`config.mk`:
```
export PLATFORM = sky130hd
export DESIGN_NAME = spm_way_cfg_ctrl
export DESIGN_NICKNAME = d
export VERILOG_FILES = /design/src/rtl/spm_way_cfg_ctrl.sv
export SDC_FILE = /design/constraint.sdc
export NUM_CORES = 1
export LEC_CHECK = 0
export CAP_MARGIN = 10
export CORE_ASPECT_RATIO = 0.9
export CORE_UTILIZATION = 37
export DETAILED_ROUTE_END_ITERATION = 6
export GPL_TIMING_DRIVEN = 0
export HOLD_SLACK_MARGIN = 0.15
export PLACE_DENSITY = 0.89
export SYNTH_ARGS = -nofsm -noshare
export SYNTH_HDL_FRONTEND = slang
export SYNTH_SLANG_ARGS = --single-unit
```
`constraint.sdc`:
```
create_clock -name clk_i -period 4.8 [get_ports clk_i]
set_input_delay 1.2 -clock clk_i [delete_from_list [all_inputs] [get_ports clk_i]]
set_output_delay 1.2 -clock clk_i [all_outputs]
set_load 0.1 [all_outputs]
```
`src/rtl/spm_way_cfg_ctrl.sv`:
```
// Switches I-cache ways between cache and SPM mode: stall users, wait for idle, zero changed ways, then commit the mask.
// Write-to-commit takes NR_LINES+3 cycles with idle users and constant grant; the sweep pauses while mem_gnt_i is low.
module spm_way_cfg_ctrl #(
  parameter int                  NR_WAYS      = 4,
  parameter int                  NR_LINES     = 256,
  parameter int                  MEMORY_WIDTH = 173,
  parameter logic [NR_WAYS-1:0]  RESET_WAYS   = '0,
  localparam int                 LINE_IDX_W   = $clog2(NR_LINES),
  localparam int                 BE_W         = (MEMORY_WIDTH + 7) / 8
) (
  input  logic                    clk_i,
  input  logic                    rst_ni,
  input  logic                    cfg_we_i,
  input  logic [NR_WAYS-1:0]      cfg_ways_i,
  output logic                    cfg_busy_o,
  output logic [NR_WAYS-1:0]      active_ways_o,
  output logic                    stall_req_o,
  input  logic                    users_idle_i,
  output logic [NR_WAYS-1:0]      mem_req_o,
  output logic [LINE_IDX_W-1:0]   mem_addr_o,
  output logic                    mem_we_o,
  output logic [BE_W-1:0]         mem_be_o,
  output logic [MEMORY_WIDTH-1:0] mem_wdata_o,
  input  logic                    mem_gnt_i
);

  typedef enum logic [1:0] {IDLE, DRAIN, CLEAR, COMMIT} state_t;

  localparam logic [LINE_IDX_W-1:0] LAST_LINE = LINE_IDX_W'(NR_LINES - 1);

  state_t                  state;
  logic [NR_WAYS-1:0]      pending;
  logic [NR_WAYS-1:0]      changed;
  logic [LINE_IDX_W-1:0]   counter;
  logic                    sweep;

  assign mem_addr_o  = counter;
  assign mem_we_o    = sweep;
  assign mem_be_o    = {BE_W{sweep}};
  assign mem_wdata_o = '0;

  always_ff @(posedge clk_i or negedge rst_ni) begin
    if (!rst_ni) begin
      state         <= IDLE;
      pending       <= '0;
      changed       <= '0;
      counter       <= '0;
      sweep         <= 1'b0;
      mem_req_o     <= '0;
      stall_req_o   <= 1'b0;
      cfg_busy_o    <= 1'b0;
      active_ways_o <= RESET_WAYS;
    end else begin
      case (state)
        IDLE: begin
          // Writes of the current mask leave the ways untouched and never raise busy.
          if (cfg_we_i && (cfg_ways_i != active_ways_o)) begin
            pending     <= cfg_ways_i;
            changed     <= cfg_ways_i ^ active_ways_o;
            stall_req_o <= 1'b1;
            cfg_busy_o  <= 1'b1;
            state       <= DRAIN;
          end
        end
        DRAIN: begin
          if (users_idle_i) begin
            counter   <= '0;
            mem_req_o <= changed;
            sweep     <= 1'b1;
            state     <= CLEAR;
          end
        end
        CLEAR: begin
          // Address and request stay put until the SRAM accepts the write.
          if (mem_gnt_i) begin
            counter <= counter + LINE_IDX_W'(1);
            if (counter == LAST_LINE) begin
              mem_req_o <= '0;
              sweep     <= 1'b0;
              state     <= COMMIT;
            end
          end
        end
        COMMIT: begin
          active_ways_o <= pending;
          stall_req_o   <= 1'b0;
          cfg_busy_o    <= 1'b0;
          state         <= IDLE;
        end
        default: state <= IDLE;
      endcase
    end
  end

endmodule

```
Word-level counts from Yosys, hierarchy flattened
Cells that the tools add are included.

word-level totals
  flip-flop bits (word level) = 28

operators by class
  muxes and demuxes = 18
  equality and inequality tests = 9
  add/sub/neg operators = 1
  reductions and logical operators = 9
  bitwise logic cells = 1

operators with widths
  kind                                                             count
  8-bit two-way mux                                                2
  8-bit one-hot mux with 2 select lines                            1
  4-bit two-way mux                                                3
  8-bit by 1-bit adder with 8-bit output, second input constant    1
  8-bit == test, second input constant                             1
  2-bit two-way mux                                                4
  2-bit != test, second input constant                             4
  2-bit one-hot mux with 4 select lines                            1
  4-bit one-hot mux with 2 select lines                            1
  4-bit AND reduction                                              2
  2-bit == test, second input constant                             2
  1-bit two-way mux                                                4
  4-bit != test                                                    1
  1-bit one-hot mux with 2 select lines                            2
  2-bit AND reduction                                              2
  2-bit nonzero test                                               2
  4-bit XOR                                                        1
  3-bit AND reduction                                              1
  2-bit by 1-bit == test with 1-bit output, second input constant  1
  2-bit zero test                                                  1
  1-bit logical AND                                                1

Depth between registers and ports, before layout
Gate-level depths: netlist (run 1).

  depth in word-level cells = 4
  mapped depth = 7
  gate-level depth less buffers = 6

Least setup slack after synthesis (run 1)
Ideal clock, no wire load.

  path type = register to output
  start point = register sweep, in the netlist mem_we_o
  end point = output mem_be_o[0]
  stages on the path, launching flop included = 2
  path slack = 1.911 ns
  arrival time = 1.689 ns
  buffers on the path = 1
  cells stage by stage = dfrtp_1 > buf_4

RTL lines
  what                      line  text
  start: declaration        35    logic sweep;
  start signal: assignment  48    sweep <= 1'b0;
  start signal: assignment  69    sweep <= 1'b1;
  start signal: assignment  79    sweep <= 1'b0;
  end: declaration          22    output logic [BE_W-1:0] mem_be_o,

No word-level cell between the ends.

Worst setup path after layout (run 1)
  start point = register sweep, in the netlist mem_we_o
  end point = output mem_be_o[7]

No word-level cell between the ends.

==> results by stage, run 1 <==
Timing:
- Setup repair after global routing left no endpoint under its margin.
- The time the final worst path needs with I/O delays and setup is 3.61 ns.
- The clock arrives with 0.00571 ns of skew.
- Timing would allow up to 0.277 GHz.
- The number of hold-slack violations in the final timing report is 0.
- The actual transition at the worst max-transition pin is 1.01 ns.
- Setup violations remaining at the end of the flow were counted as 0.
- The setup total negative slack is 0 ns.
- The final count of pins violating max slew is 0.
- The fraction of the cycle the final worst path needs is 0.751.
- Measured against its own limit, the worst slew margin works out to 0.323.

Setup path:
- The kind of critical path is register to output pin.
- STA puts the critical path data required time at 3.60 ns.
- At the worst endpoint, the arrival time is 2.41 ns.
- STA classifies the critical path startpoint as a register.
- The capturing element type of the critical path is an output pin.
- Along the worst path, the maximum fanout reaches 24.

Floorplanning:
- The number of top-level design ports is 223.
- The core region is 7180 um2.
- The floorplan step set the die height to 84.6 um.
- For this configuration, the core starts out at a cell density of 0.390.
- The floorplan has 29 rows.
- From left edge to right edge, the die measures 93.8 um.
- The die covers 7930 um2.

Cells and area:
- For this run, the post-layout net count is 546.
- 0 antenna diodes ended up in the layout.
- The area of all sequential standard cells is 701 um2.
- The filler cell count in the final layout is 620.
- Compared with the post-synthesis result, the final layout area differs by 46.5%.
- The area of the multi-input gates is 1240 um2.
- The proportion of layout cells with a drive suffix above 1 is 0.395.

Route:
- The detailed-route wire length per cell is 8.52 um.
- After detailed routing, the number of vias per cell comes to 3.30.
- For this run, design rule violations remaining after detail routing come to 0.
- In this run the remaining antenna-violating nets after routing total 0.
- The detailed-router iteration count before antenna repair is 4.
- The total routed wirelength is 5320 um.
- The routed layout has 2058 vias.
- The first routing iteration left 12 violations.

Synth:
- The synthesized area is 2800 um2.
- The synthesized area per cell is 9.16 um2.
- The share of the Yosys chip area taken by registers is 0.250.
- The Yosys step of the flow raised 0 warnings.
- The count of distinct cell types in the synthesized netlist is 31.
- The number of instances in the synthesized netlist is 306.
- Counting flops and latches in the post-synthesis netlist gives 28.

Clock network:
- The number of levels the H-tree was split into is 1.
- The clock latency of the later-clocked register in the worst-skew pair is 0.27 ns.
- The clock input transition at the sequential cells of the worst setup and hold paths is 0.09 ns.
- No sink is reached through more buffers than the 2 on the longest clock path.
- For this design, the CTS-stage hold fixing added 0 buffers.
- Post-CTS repair changed the size of 0 cells.
- The number of setup buffers added after CTS is 0.
- The number of clock buffers inserted by TritonCTS is 3.
- TritonCTS built the clock tree.
- The cell sitting at the root of the clock tree is a sky130_fd_sc_hd__clkbuf_8.
- The total clock sinks is 28.

GRT:
- The first-pass GRT wire length is 7820 um.
- The initial antenna violation count was 0.
- The via count of the first global-routing pass came to 1705.
- The sum of overflow across all layers after global routing is 0.
- For this run, the total global-route usage over all layers was measured as 0.119.
- The pin count of the biggest net entering global routing is 29.

Run status:
- The run finished with clean final reports.

Place:
- The total half-perimeter wirelength after legalization and detailed placement is 4620 um.
- Routability-driven placement finished with a final weighted congestion of 0.771.
- The number of port buffers is 49.

Flow run:
- The number of max-capacitance violations reported is 0.

Min path:
- The tightest min-delay check is of the register to register type.
==> metal layers <==
layer | global-route usage | part of all wire | routed length (um) | vias up
met5 | 0 | 0 | 0 | -
met4 | 0.0196 | 0.0028 | 15 | 0
met3 | 0.0290 | 0.095 | 506 | 2
met2 | 0.255 | 0.58 | 3070 | 93
met1 | 0.112 | 0.32 | 1730 | 896
li1 | - | - | - | 1067
==> through the flow <==
step,area [um2],hold WS [ns],utilization,std cells,setup slack (ns)
after floorplan,3450,0.459,-,478,1.91
after global placement,4060,0.468,0.565,620,1.51
after detailed placement,4060,0.479,0.565,620,1.46
after CTS,4110,0.501,0.572,624,1.15
after global routing,4110,0.520,0.572,624,1.05
final,4110,0.497,0.572,624,1.19
==> Yosys cell counts (all sizes together) <==
library cell | n | area (um2)
a22oi | 1 | 7.51
or2 | 3 | 18.8
o21a | 1 | 7.51
a21o | 2 | 15.0
ha | 5 | 62.6
nand2 | 2 | 7.51
or4 | 1 | 7.51
xnor2 | 3 | 26.3
nand4 | 2 | 12.5
o21ai | 5 | 25.0
nand3 | 5 | 25.0
buf | 198 | 1480
nor3 | 1 | 5.00
a211oi | 1 | 7.51
nor4 | 3 | 18.8
a22o | 9 | 78.8
o41ai | 1 | 16.3
conb | 1 | 3.75
o32a | 1 | 10.0
inv | 6 | 22.5
nor2 | 4 | 15.0
nand2b | 3 | 18.8
mux2i | 1 | 13.8
xor2 | 4 | 35.0
mux2 | 13 | 146
dfrtp | 28 | 701
nor2b | 2 | 12.5
==> area by class of cell <==
cell class                 instances  share of cell area
buffer                           198               0.361
clock buffer                       4              0.0134
inverter                           6             0.00548
multi-input combinational        246               0.303
sequential                        28               0.171
tap                               93              0.0283
timing repair buffer              49               0.118
==> critical path: stages, from the launching register on <==
cell	delay, ns
sky130_fd_sc_hd__dfrtp_1	0.78
sky130_fd_sc_hd__buf_4	0.22
sky130_fd_sc_hd__clkdlybuf4s50_1	1.13
==> placed cells by master (no fill, tap or decap), drive strengths merged <==
master	count
o21ai	5
inv	6
or4	1
o21a	1
nand3	5
conb	173
xor2	4
nand4	2
a21o	2
nor4	3
dfrtp	28
nor2b	2
a22o	9
nand2b	3
clkbuf	4
a211oi	1
mux2	13
or2	3
o32a	1
ha	5
clkdlybuf4s50	48
nor3	1
xnor2	3
a22oi	1
nand2	2
nor2	4
mux2i	1
o41ai	1
buf	199
==> flip-flops by register name, summed over array words and instances (netlist names) <==
signal / flops
active_ways_o: 4
stall_req_o: 1
state: 2
pending: 4
mem_req_o: 4
changed: 4
mem_we_o: 1
mem_addr_o: 8
==> final timing paths <==
check,from,end,slack [ns],cells after the start
min in group asynchronous,rst_ni,pending[1],0.93,1
max in group asynchronous,rst_ni,mem_we_o,3.47,1
hold reg to reg,pending[2],pending[2],0.50,1
setup / recovery,mem_we_o,mem_be_o[7],1.19,2
setup reg to reg,state[0],mem_req_o[0],2.88,6
hold / removal,pending[2],pending[2],0.50,1
==> kinds of logic after synthesis <==
logic type,after synthesis,share of synthesized area
compound gates,21,0.0598
xor+xnor,7,0.0219
fa+ha+maj,5,0.0223
buf+inv,204,0.537
flops,28,0.250
mux,14,0.0571
other cells,1,0.00134
simple gates,26,0.0504
Power of run 1 is not shown: default switching activity piles up to over one toggle a cycle in this logic, so the estimate is an artifact.
==> inputs of run 2 (changes only) <==
- CORE_UTILIZATION: 37 -> 34
- PLACE_DENSITY: 0.89 -> 0.83
- clock period: 4.8 -> 3.7 ns (I/O delays scaled with it)
==> run 2 against run 1 <==
  * The run now ends with DRC left
  * Global-route usage is 1.7 points lower
  * Critical path depth stayed put
  * Sequential share of layout area is 0.098 points lower
  * Critical path type unchanged
==> results by stage, run 2 (synthesized netlist as in run 1, its figures left out) <==
Clock network:
- The clock latency of the later-clocked register in the worst-skew pair is 0.27 ns.
- TritonCTS built the clock tree.
- In this run, post-CTS hold repair placed 0 buffers.
- The clock input transition at the sequential cells of the worst setup and hold paths is 0.09 ns.
- The total clock sinks is 28.
- The number of clock buffers inserted by TritonCTS is 3.
- In this run the clock root is driven by a sky130_fd_sc_hd__clkbuf_8.
- The number of setup buffers added after CTS is 0.
- The number of buffers on the longest clock path is 2.
- CTS built an H-tree with a depth of 1.
- The count of cells resized by post-cts repair is 0.

Setup path:
- The largest single stage delay on the critical path is 1.14 ns.
- STA puts the critical path data arrival time at 2.43 ns.
- The kind of critical path is register to output pin.
- The number of buffers and inverters on the critical path is 2.
- The beginning of the critical path is mem_we_o.
- The capturing element type of the critical path is an output pin.
- The biggest fanout along the worst timing path is 24.
- The largest individual stage delay along the critical path comes from the cell sky130_fd_sc_hd__clkdlybuf4s50_1.
- The startpoint of the lowest-slack register-to-register path is state[0].
- Data on the critical path is required at its endpoint by 2.77 ns.
- The signal on the critical path passes through buf_4 -> clkdlybuf4s50_1.
- Broken down by cell family, the worst path's largest delay share belongs to buffers and inverters.
- The critical path launch point type is a register.

Floorplanning:
- For this configuration, the core starts out at a cell density of 0.349.
- The number of top-level design ports is 223.
- The die is 97.7 um wide.
- The die covers 8610 um2.
- From bottom edge to top edge, the die measures 88.2 um.
- The number of placement rows is 31.
- The placeable core region is 8030 um2.

Route:
- In this run, the number of DRC markers left after iteration 0 of detailed routing was 103.
- The count of nets left with antenna violations after detail routing is 0.
- The total via count after detailed routing is 2028.
- In the routed layout, each cell is associated on average with a via count of 3.22.
- For this run, design rule violations remaining after detail routing come to 32.
- The detailed-route wire length per cell is 7.94 um.
- For this block, the routed nets add up to 5000 um of wire.
- The first TritonRoute pass finished after 7 iterations.

Timing:
- The setup-violating endpoint count in the final report is 0.
- Setup repair after global routing left no endpoint under its margin.
- The post-route worst setup slack is 0.343 ns.
- The actual transition at the worst max-transition pin is 1.01 ns.
- Dividing the final minimum period by the clock period gives 0.907.
- The final setup skew is 0.00137 ns.
- The final count of pins violating max slew is 0.
- The tightest slew margin relative to the limit is 0.323.
- The number of hold-slack violations in the final timing report was 0.
- The routed design could run at a clock period as short as 3.36 ns.
- The setup total negative slack is 0 ns.
- Derived from the worst setup path, the maximum achievable clock frequency is 0.298 GHz.

Cells and area:
- The library cell used most frequently in the layout, excluding fill and tap cells, is sky130_fd_sc_hd__buf_4.
- In the final layout, the share of cells above drive strength 1 is 0.395.
- In the layout the commonest cells are 197 x sky130_fd_sc_hd__buf_4, 173 x sky130_fd_sc_hd__conb_1, 48 x sky130_fd_sc_hd__clkdlybuf4s50_1.
- For this run, the share of the core covered by cells in the final layout is 0.514.
- The number of flip-flops under the largest register name is 8.
- For this run, the post-layout net count is 546.
- The number of antenna diodes in the final layout is 0.
- After routing the design area is 4130 um2.
- The layout-stage area growth over the synthesis result is 47.3%.

GRT:
- The initial antenna violation count is 0.
- For this run the aggregate overflow at the end of global routing stands at 0.
- The first-pass GRT wire length is 7260 um.
- In the global route stage, overall resource usage came out at 0.103.
- The via count of the first global-routing pass is 1609.
- The pin count of the biggest net entering global routing is 29.

Place:
- The post-placement cell area is 4060 um2.
- Timing analysis after detailed placement gives a worst setup slack of 0.635 ns.
- At the end of routability-driven placement, the weighted congestion stood at 0.731.
- In this run the tool buffered the top-level ports with 49 buffer cells.
- Detailed placement finished with a half-perimeter wire length of 4410 um.

Flow run:
- The number of max-capacitance violations reported is 0.

Run status:
- The checks that failed: DRC.
- The run finished, with violations left.

Min path:
- The launch instance of the worst min-delay path is changed[0].
- The tightest min-delay check is of the register to register type.
[run 2: changes by cell type in the layout (fill, tap and decap cells not counted), sizes merged]
cell	previous run	this run
clkbuf	4	3
bufinv	0	1
[run 2: final cells by class]
class	count	area [um2]
clock inverter	1	30.0
inverter	6	22.5
timing repair buffer	49	485
multi-input combinational	246	1240
tap	99	124
fill	746	3900
buffer	198	1480
sequential	28	701
clock buffer	3	41.3
[run 2: metal layers]
metal / wire length, um / track usage / up-vias / share of wire
met5: 0 / 0 / - / 0
met4: 24 / 0.0234 / 0 / 0.0048
met3: 520 / 0.0311 / 4 / 0.10
met2: 2850 / 0.208 / 102 / 0.57
met1: 1600 / 0.104 / 861 / 0.32
li1: - / - / 1061 / -
[run 2: final timing paths]
check,to,slack (ns),cells past startpoint
setup / recovery,mem_be_o[13],0.34,2
hold / removal,changed[0],0.50,1
setup reg to reg,mem_addr_o[6],1.75,7
hold reg to reg,changed[0],0.50,1
max in group asynchronous,mem_req_o[3],2.66,1
min in group asynchronous,active_ways_o[1],0.65,1
[run 2: per-stage QoR]
stage | instances | hold WS, ns
2_1_floorplan | 478 | 0.459
3_3_place_gp | 626 | 0.468
4_1_cts | 630 | 0.506
5_1_grt | 630 | 0.534
6_report | 630 | 0.501
3_5_place_dp | 626 | 0.484
Power of run 2 is left out for the same reason.
